--- src/rtl/rgb_frame_ctrl_pkg.sv ---
// Shared definitions for the RGB frame sequencer: FSM states, byte order and pixel byte selection.
package rgb_frame_ctrl_pkg;

  typedef enum logic [2:0] {
    ST_IDLE,
    ST_FETCH,
    ST_LOAD,
    ST_SEND,
    ST_LATCH
  } state_e;

  // Wire order of the three colour bytes within one pixel.
  localparam logic [1:0] BYTE_G = 2'd0;
  localparam logic [1:0] BYTE_R = 2'd1;
  localparam logic [1:0] BYTE_B = 2'd2;

  function automatic logic [7:0] pix_byte(input logic [23:0] pix, input logic [1:0] idx);
    case (idx)
      BYTE_G:  return pix[23:16];
      BYTE_R:  return pix[15:8];
      default: return pix[7:0];
    endcase
  endfunction

endpackage

--- src/rtl/rgb_latch_timer.sv ---
// Loadable down-counter that times the low latch gap after a frame; zero flags expiry.
module rgb_latch_timer #(
  parameter int unsigned W = 12
) (
  input  logic         clk,
  input  logic         reset,
  input  logic         load,
  input  logic [W-1:0] load_val,
  input  logic         dec,
  output logic         zero
);

  logic [W-1:0] cnt_q, cnt_d;

  always_comb begin
    cnt_d = cnt_q;
    if (load) begin
      cnt_d = load_val;
    end else if (dec && cnt_q != '0) begin
      cnt_d = cnt_q - W'(1);
    end
  end

  always_ff @(posedge clk) begin
    if (reset) cnt_q <= '0;
    else       cnt_q <= cnt_d;
  end

  assign zero = (cnt_q == '0);

endmodule

--- src/rtl/rgb_frame_ctrl.sv ---
// Frame sequencer: fetches NUM_LEDS pixels, streams them byte-wise (G,R,B) to the
// serial driver with one-pixel prefetch, then holds the line low for the latch gap.
module rgb_frame_ctrl
  import rgb_frame_ctrl_pkg::*;
#(
  parameter int unsigned NUM_LEDS     = 8,
  parameter int unsigned ADDR_W       = 8,
  parameter int unsigned LATCH_CYCLES = 4000
) (
  input  logic              clk,
  input  logic              reset,
  input  logic              start,
  input  logic              stop,
  input  logic [15:0]       cfg_clkmax,
  input  logic [15:0]       cfg_hi1,
  input  logic [15:0]       cfg_hi0,
  output logic              pix_rd,
  output logic [ADDR_W-1:0] pix_addr,
  input  logic [23:0]       pix_data,
  output logic              drv_en,
  output logic [7:0]        drv_data,
  output logic [15:0]       drv_clkmax,
  output logic [15:0]       drv_hi1,
  output logic [15:0]       drv_hi0,
  input  logic              drv_byte_done,
  output logic              busy,
  output logic              done
);

  localparam int unsigned       LAT_W    = $clog2(LATCH_CYCLES + 1);
  localparam logic [ADDR_W-1:0] LAST_IDX = ADDR_W'(NUM_LEDS - 1);
  localparam logic [LAT_W-1:0]  LAT_LOAD = LAT_W'(LATCH_CYCLES - 1);

  state_e            state_q, state_d;
  logic              pix_rd_q, pix_rd_d;
  logic              rd_dly_q, rd_dly_d;
  logic [ADDR_W-1:0] pix_addr_q, pix_addr_d;
  logic [ADDR_W-1:0] pix_idx_q, pix_idx_d;
  logic [1:0]        byte_idx_q, byte_idx_d;
  logic [23:0]       cur_pix_q, cur_pix_d;
  logic [23:0]       nxt_pix_q, nxt_pix_d;
  logic              drv_en_q, drv_en_d;
  logic [7:0]        drv_data_q, drv_data_d;
  logic [15:0]       clkmax_q, clkmax_d;
  logic [15:0]       hi1_q, hi1_d;
  logic [15:0]       hi0_q, hi0_d;
  logic              busy_q, busy_d;
  logic              done_q, done_d;
  logic              tmr_load, tmr_dec, tmr_zero;

  rgb_latch_timer #(.W(LAT_W)) u_latch_timer (
    .clk      (clk),
    .reset    (reset),
    .load     (tmr_load),
    .load_val (LAT_LOAD),
    .dec      (tmr_dec),
    .zero     (tmr_zero)
  );

  always_comb begin
    // NOTE: every signal gets a default before the case so no path can leave it unassigned (no latches).
    state_d    = state_q;
    pix_rd_d   = 1'b0;
    rd_dly_d   = pix_rd_q;
    pix_addr_d = pix_addr_q;
    pix_idx_d  = pix_idx_q;
    byte_idx_d = byte_idx_q;
    cur_pix_d  = cur_pix_q;
    nxt_pix_d  = nxt_pix_q;
    drv_en_d   = drv_en_q;
    drv_data_d = drv_data_q;
    clkmax_d   = clkmax_q;
    hi1_d      = hi1_q;
    hi0_d      = hi0_q;
    busy_d     = busy_q;
    done_d     = 1'b0;
    tmr_load   = 1'b0;
    tmr_dec    = 1'b0;

    // Prefetched pixel arrives the cycle after its read strobe.
    if (rd_dly_q && state_q == ST_SEND) nxt_pix_d = pix_data;

    case (state_q)
      ST_IDLE: begin
        if (start && !stop && !done_q) begin
          clkmax_d   = cfg_clkmax;
          hi1_d      = cfg_hi1;
          hi0_d      = cfg_hi0;
          pix_addr_d = '0;
          pix_idx_d  = '0;
          pix_rd_d   = 1'b1;
          busy_d     = 1'b1;
          state_d    = ST_FETCH;
        end
      end
      ST_FETCH: state_d = ST_LOAD;
      ST_LOAD: begin
        cur_pix_d  = pix_data;
        drv_data_d = pix_data[23:16];
        byte_idx_d = BYTE_G;
        drv_en_d   = 1'b1;
        state_d    = ST_SEND;
        if (LAST_IDX != '0) begin
          pix_rd_d   = 1'b1;
          pix_addr_d = pix_addr_q + ADDR_W'(1);
        end
      end
      ST_SEND: begin
        if (drv_byte_done) begin
          if (byte_idx_q != BYTE_B) begin
            byte_idx_d = byte_idx_q + 2'd1;
            drv_data_d = pix_byte(cur_pix_q, byte_idx_d);
          end else if (pix_idx_q != LAST_IDX) begin
            cur_pix_d  = nxt_pix_q;
            drv_data_d = nxt_pix_q[23:16];
            byte_idx_d = BYTE_G;
            pix_idx_d  = pix_idx_q + ADDR_W'(1);
            // Keep the buffer one pixel ahead while any pixel remains unread.
            if (pix_idx_d != LAST_IDX) begin
              pix_rd_d   = 1'b1;
              pix_addr_d = pix_addr_q + ADDR_W'(1);
            end
          end else begin
            drv_en_d = 1'b0;
            tmr_load = 1'b1;
            state_d  = ST_LATCH;
          end
        end
      end
      ST_LATCH: begin
        if (tmr_zero) begin
          done_d  = 1'b1;
          busy_d  = 1'b0;
          state_d = ST_IDLE;
        end else begin
          tmr_dec = 1'b1;
        end
      end
      default: state_d = ST_IDLE;
    endcase

    // Abort overrides any byte progress in the same cycle.
    if (stop && (state_q == ST_FETCH || state_q == ST_LOAD || state_q == ST_SEND)) begin
      drv_en_d = 1'b0;
      pix_rd_d = 1'b0;
      tmr_load = 1'b1;
      state_d  = ST_LATCH;
    end
  end

  always_ff @(posedge clk) begin
    if (reset) begin
      state_q    <= ST_IDLE;
      pix_rd_q   <= 1'b0;
      rd_dly_q   <= 1'b0;
      pix_addr_q <= '0;
      pix_idx_q  <= '0;
      byte_idx_q <= BYTE_G;
      cur_pix_q  <= '0;
      nxt_pix_q  <= '0;
      drv_en_q   <= 1'b0;
      drv_data_q <= '0;
      clkmax_q   <= '0;
      hi1_q      <= '0;
      hi0_q      <= '0;
      busy_q     <= 1'b0;
      done_q     <= 1'b0;
    end else begin
      // NOTE: non-blocking updates so every flop samples the pre-edge value of the others.
      state_q    <= state_d;
      pix_rd_q   <= pix_rd_d;
      rd_dly_q   <= rd_dly_d;
      pix_addr_q <= pix_addr_d;
      pix_idx_q  <= pix_idx_d;
      byte_idx_q <= byte_idx_d;
      cur_pix_q  <= cur_pix_d;
      nxt_pix_q  <= nxt_pix_d;
      drv_en_q   <= drv_en_d;
      drv_data_q <= drv_data_d;
      clkmax_q   <= clkmax_d;
      hi1_q      <= hi1_d;
      hi0_q      <= hi0_d;
      busy_q     <= busy_d;
      done_q     <= done_d;
    end
  end

  assign pix_rd     = pix_rd_q;
  assign pix_addr   = pix_addr_q;
  assign drv_en     = drv_en_q;
  assign drv_data   = drv_data_q;
  assign drv_clkmax = clkmax_q;
  assign drv_hi1    = hi1_q;
  assign drv_hi0    = hi0_q;
  assign busy       = busy_q;
  assign done       = done_q;

endmodule

--- config.mk ---
export PLATFORM = sky130hd
export DESIGN_NAME = rgb_frame_ctrl
export DESIGN_NICKNAME = d
export VERILOG_FILES = /design/src/rtl/rgb_frame_ctrl_pkg.sv /design/src/rtl/rgb_latch_timer.sv /design/src/rtl/rgb_frame_ctrl.sv
export SDC_FILE = /design/constraint.sdc
export NUM_CORES = 1
export LEC_CHECK = 0
export CAP_MARGIN = 10
export CORE_ASPECT_RATIO = 1.5
export CORE_MARGIN = 2
export CORE_UTILIZATION = 45
export DETAILED_ROUTE_END_ITERATION = 10
export PLACE_DENSITY = 0.73
export SYNTH_ARGS = -nofsm -noshare
export SYNTH_HDL_FRONTEND = slang
export SYNTH_HIERARCHICAL = 1
export SYNTH_SLANG_ARGS = --single-unit
--- constraint.sdc ---
create_clock -name clk -period 4.34 [get_ports clk]
set_clock_uncertainty 0.05 [all_clocks]
set_input_delay 0.868 -clock clk [delete_from_list [all_inputs] [get_ports clk]]
set_output_delay 0.868 -clock clk [all_outputs]
set_load 0.01 [all_outputs]
==> impl_metrics.tcl <==
set metrics [dict create \
    grt_max_degree 70 \
    antenna_found_initial 0 \
    worst_skew_pair.late_latency_ns 0.42 \
    diodes 0 \
    grt_pass1_wl_um 25700 \
    worst_r2r_endpoint "u_latch_timer/cnt_q[3]" \
    numPortBuffers 144 \
    hold_path_end "drv_hi1[0]" \
    crit_top_cell "inv_1" \
    drtAntennaViolNets 0 \
    critPathTopFamily "compound AO/OA/AOI/OAI gates" \
    globalRouteTotalUtil_pct 21.4 \
    cp_num_buf_inv 2 \
    cts_resized 0 \
    ff2ff_setup_slack_ns 1.34 \
    synthCells 781 \
    routed_via_density 5.44 \
    power_density_nw_per_um2 374 \
    cts.path.max_buffers 2 \
    max_cap_violations 0 \
    max_freq_mhz 333 \
    dieArea_um2 14800 \
    drc 0 \
    synth_top_area_share_pct 45.6 \
    async_reset_ff_share_pct 0 \
    cp.arrival_ns 3.22 \
    first_global_vias 5282 \
    period_needed_ns 3.00 \
    die_w_um 100 \
    min_from "drv_hi1[0]" \
    final_cell_mix "nand2_1, clkdlybuf4s50_1, dfxtp_1" \
    fin_nets 989 \
    synth_edf_count 0 \
    dp_slack_ns 1.06 \
    mappedNetlistArea_um2 6240 \
    hpwlAfterDp_um 10500 \
    synth_top_cell_by_area "dfxtp_1" \
    hold_path_depth 2 \
    drt_first_pass_iters 4 \
    slew-limit-headroom_pct 36.9 \
    cts_made_buffers 17 \
    critPathSlowestCell "ha_1" \
    yosys-top-cells-area "dfxtp_1, nand2_1, a21oi_1" \
    layout-drive-gt1-share_pct 6.33 \
    tns_ns 0 \
    critPathRequiredTime_ns 4.56 \
    cpPeakStageDelay_ns 0.61 \
    slew_viol_final 0 \
    wirelength_um 16000 \
    period_share_pct 69.2 \
    hp-class "flip-flop to flip-flop" \
    fin_ws_ns 1.34 \
    start_util_pct 46.1 \
    drt-initial-drc-count 180 \
    ys_warn_count 6 \
    root_buffer "clkbuf_16" \
    area_growth_pct 33.4 \
    yosysSeqAreaShare_pct 45.6 \
    cp_cell_sequence "inv_1 -> ha_1 -> and2_1 -> and3_1 -> o21a_1 -> inv_1 -> o311a_1 -> a221oi_1 -> nor2_1" \
    grt_overflow 0 \
    ys_seq_elements 142 \
    worstMarginPinSlew_ns 0.946 \
    synth_ff_type "dfxtp_1" \
    cts_tree "yes" \
    r2r_start "byte_idx_q[0]" \
    wl_per_cell_um 14.8 \
    rows 52 \
    cp_max_fo 20 \
    cts.clk_slew.worst_paths_ns 0.06 \
    final_common_cell "nand2_1" \
    cellLeakagePower_uw 0.00291 \
    stdcell_area_um2 8320 \
    h-tree-depth 4 \
    hold_viol 0 \
    postCtsHoldBufs 0 \
    ir_drop_uv 249 \
    vias 5868 \
    io_pins 145 \
    placed_cell_area_um2 7730 \
    die_height_um 148 \
    critPathKind "flip-flop to flip-flop" \
    ff2ff_path_depth 9 \
    outcome "finished clean" \
    finalSetupViolCount 0 \
    cp-start-kind "flip-flop" \
    place_congestion 0.817 \
    yosysUniqueCellTypes 65 \
    cts_setup_buffers 0 \
    avgSynthCellArea_um2 7.99 \
    core_area_um2 13500 \
    clkSinkCount 142 \
    worstSetupEndpointType "flip-flop" \
    rsz0062_at_grt "no" \
]
worst max-delay path by stage:
stage	from	end	slack [ns]	depth (start not counted)
after global placement	drv_byte_done	u_latch_timer/cnt_q[3]	1.12	8
final	byte_idx_q[0]	u_latch_timer/cnt_q[3]	1.34	9
after detailed placement	drv_byte_done	u_latch_timer/cnt_q[3]	1.06	8
after floorplan	u_latch_timer/cnt_q[0]	u_latch_timer/cnt_q[10]	1.82	10
after CTS	byte_idx_q[0]	u_latch_timer/cnt_q[3]	1.33	9
after global routing	byte_idx_q[0]	u_latch_timer/cnt_q[3]	1.05	9
layer usage:
metal	track usage, %	vias to the layer above	routed length (um)
met4	6.99	0	110
met5	0	-	0
met2	37.3	170	8260
met3	4.28	9	766
met1	26.1	2716	6860
li1	-	2973	-
final cells by class:
class,instances,area [um^2]
flip-flops and latches,142,2840
clock buffers,17,425
fillers,1230,5210
clock inverters,15,161
inverters,12,45.0
multi-input cells,579,3150
repair buffers,151,1490
well taps,162,203
state kept, by name, indices dropped and copies added (netlist names):
| register | count |
|---|---|
| cur_pix_q | 24 |
| nxt_pix_q | 24 |
| drv_clkmax | 16 |
| drv_hi0 | 16 |
| drv_hi1 | 16 |
| u_latch_timer/cnt_q | 12 |
| drv_data | 8 |
| pix_addr | 8 |
| pix_idx_q | 8 |
| state_q | 3 |
| byte_idx_q | 2 |
| busy | 1 |
| done | 1 |
| drv_en | 1 |
| pix_rd | 1 |
| rd_dly_q | 1 |
synthesized netlist by cell type, types with 4 or more instances:
| cell | number |
|---|---|
| o211ai_1 | 14 |
| a221oi_1 | 10 |
| nand2b_1 | 4 |
| o21ai_0 | 7 |
| nor2_1 | 50 |
| and3_1 | 6 |
| nor3b_1 | 4 |
| a21oi_1 | 99 |
| o31ai_1 | 7 |
| o311ai_0 | 8 |
| or3_1 | 4 |
| inv_1 | 12 |
| ha_1 | 9 |
| nand2_1 | 217 |
| nor2b_1 | 10 |
| a31oi_1 | 4 |
| nand3b_1 | 8 |
| or4_1 | 7 |
| a311oi_1 | 27 |
| nand3_1 | 8 |
| o21ai_1 | 4 |
| nor3_1 | 4 |
| dfxtp_1 | 142 |
| clkbuf_1 | 43 |
| buf_2 | 10 |
tightest hold or removal path, cell delays in order, from the launching register on:
cell	delay [ns]
dfxtp_1	0.31
nand2_1	0.05
a21oi_1	0.05
report_power, final:
part / leakage (uW) / total, uW / internal [uW] / switching, uW
logic: 0.00149 / 305 / 156 / 149
clock network: 0.000277 / 1440 / 854 / 583
registers: 0.00115 / 1370 / 1340 / 23.9
total: 0.00291 / 3110 / 2350 / 756
stage by stage:
| step | utilization [%] | cells | hold WS (ns) | total power (uW) |
|---|---|---|---|---|
| floorplan | - | 791 | 0.382 | 1540 |
| global placement | 57.1 | 1046 | 0.390 | 1700 |
| detailed placement | 57.1 | 1046 | 0.396 | 1700 |
| CTS | 61.5 | 1078 | 0.404 | 3140 |
| global route | 61.5 | 1078 | 0.418 | 3230 |
| finish | 61.5 | 1078 | 0.402 | 3110 |
logic make-up (layout without fill, tap and decap cells):
| kind of cell | after synthesis | count (layout) | synth area share, % |
|---|---|---|---|
| fa+ha+maj | 9 | 9 | 1.81 |
| xor+xnor | 3 | 3 | 0.421 |
| other cells | 2 | 12 | 0.120 |
| buf+inv | 70 | 195 | 4.65 |
| compound gates | 208 | 208 | 22.5 |
| flops | 142 | 142 | 45.6 |
| simple gates | 346 | 346 | 24.8 |
| mux | 1 | 1 | 0.160 |
No activity file was read; power rests on OpenSTA's default activity.
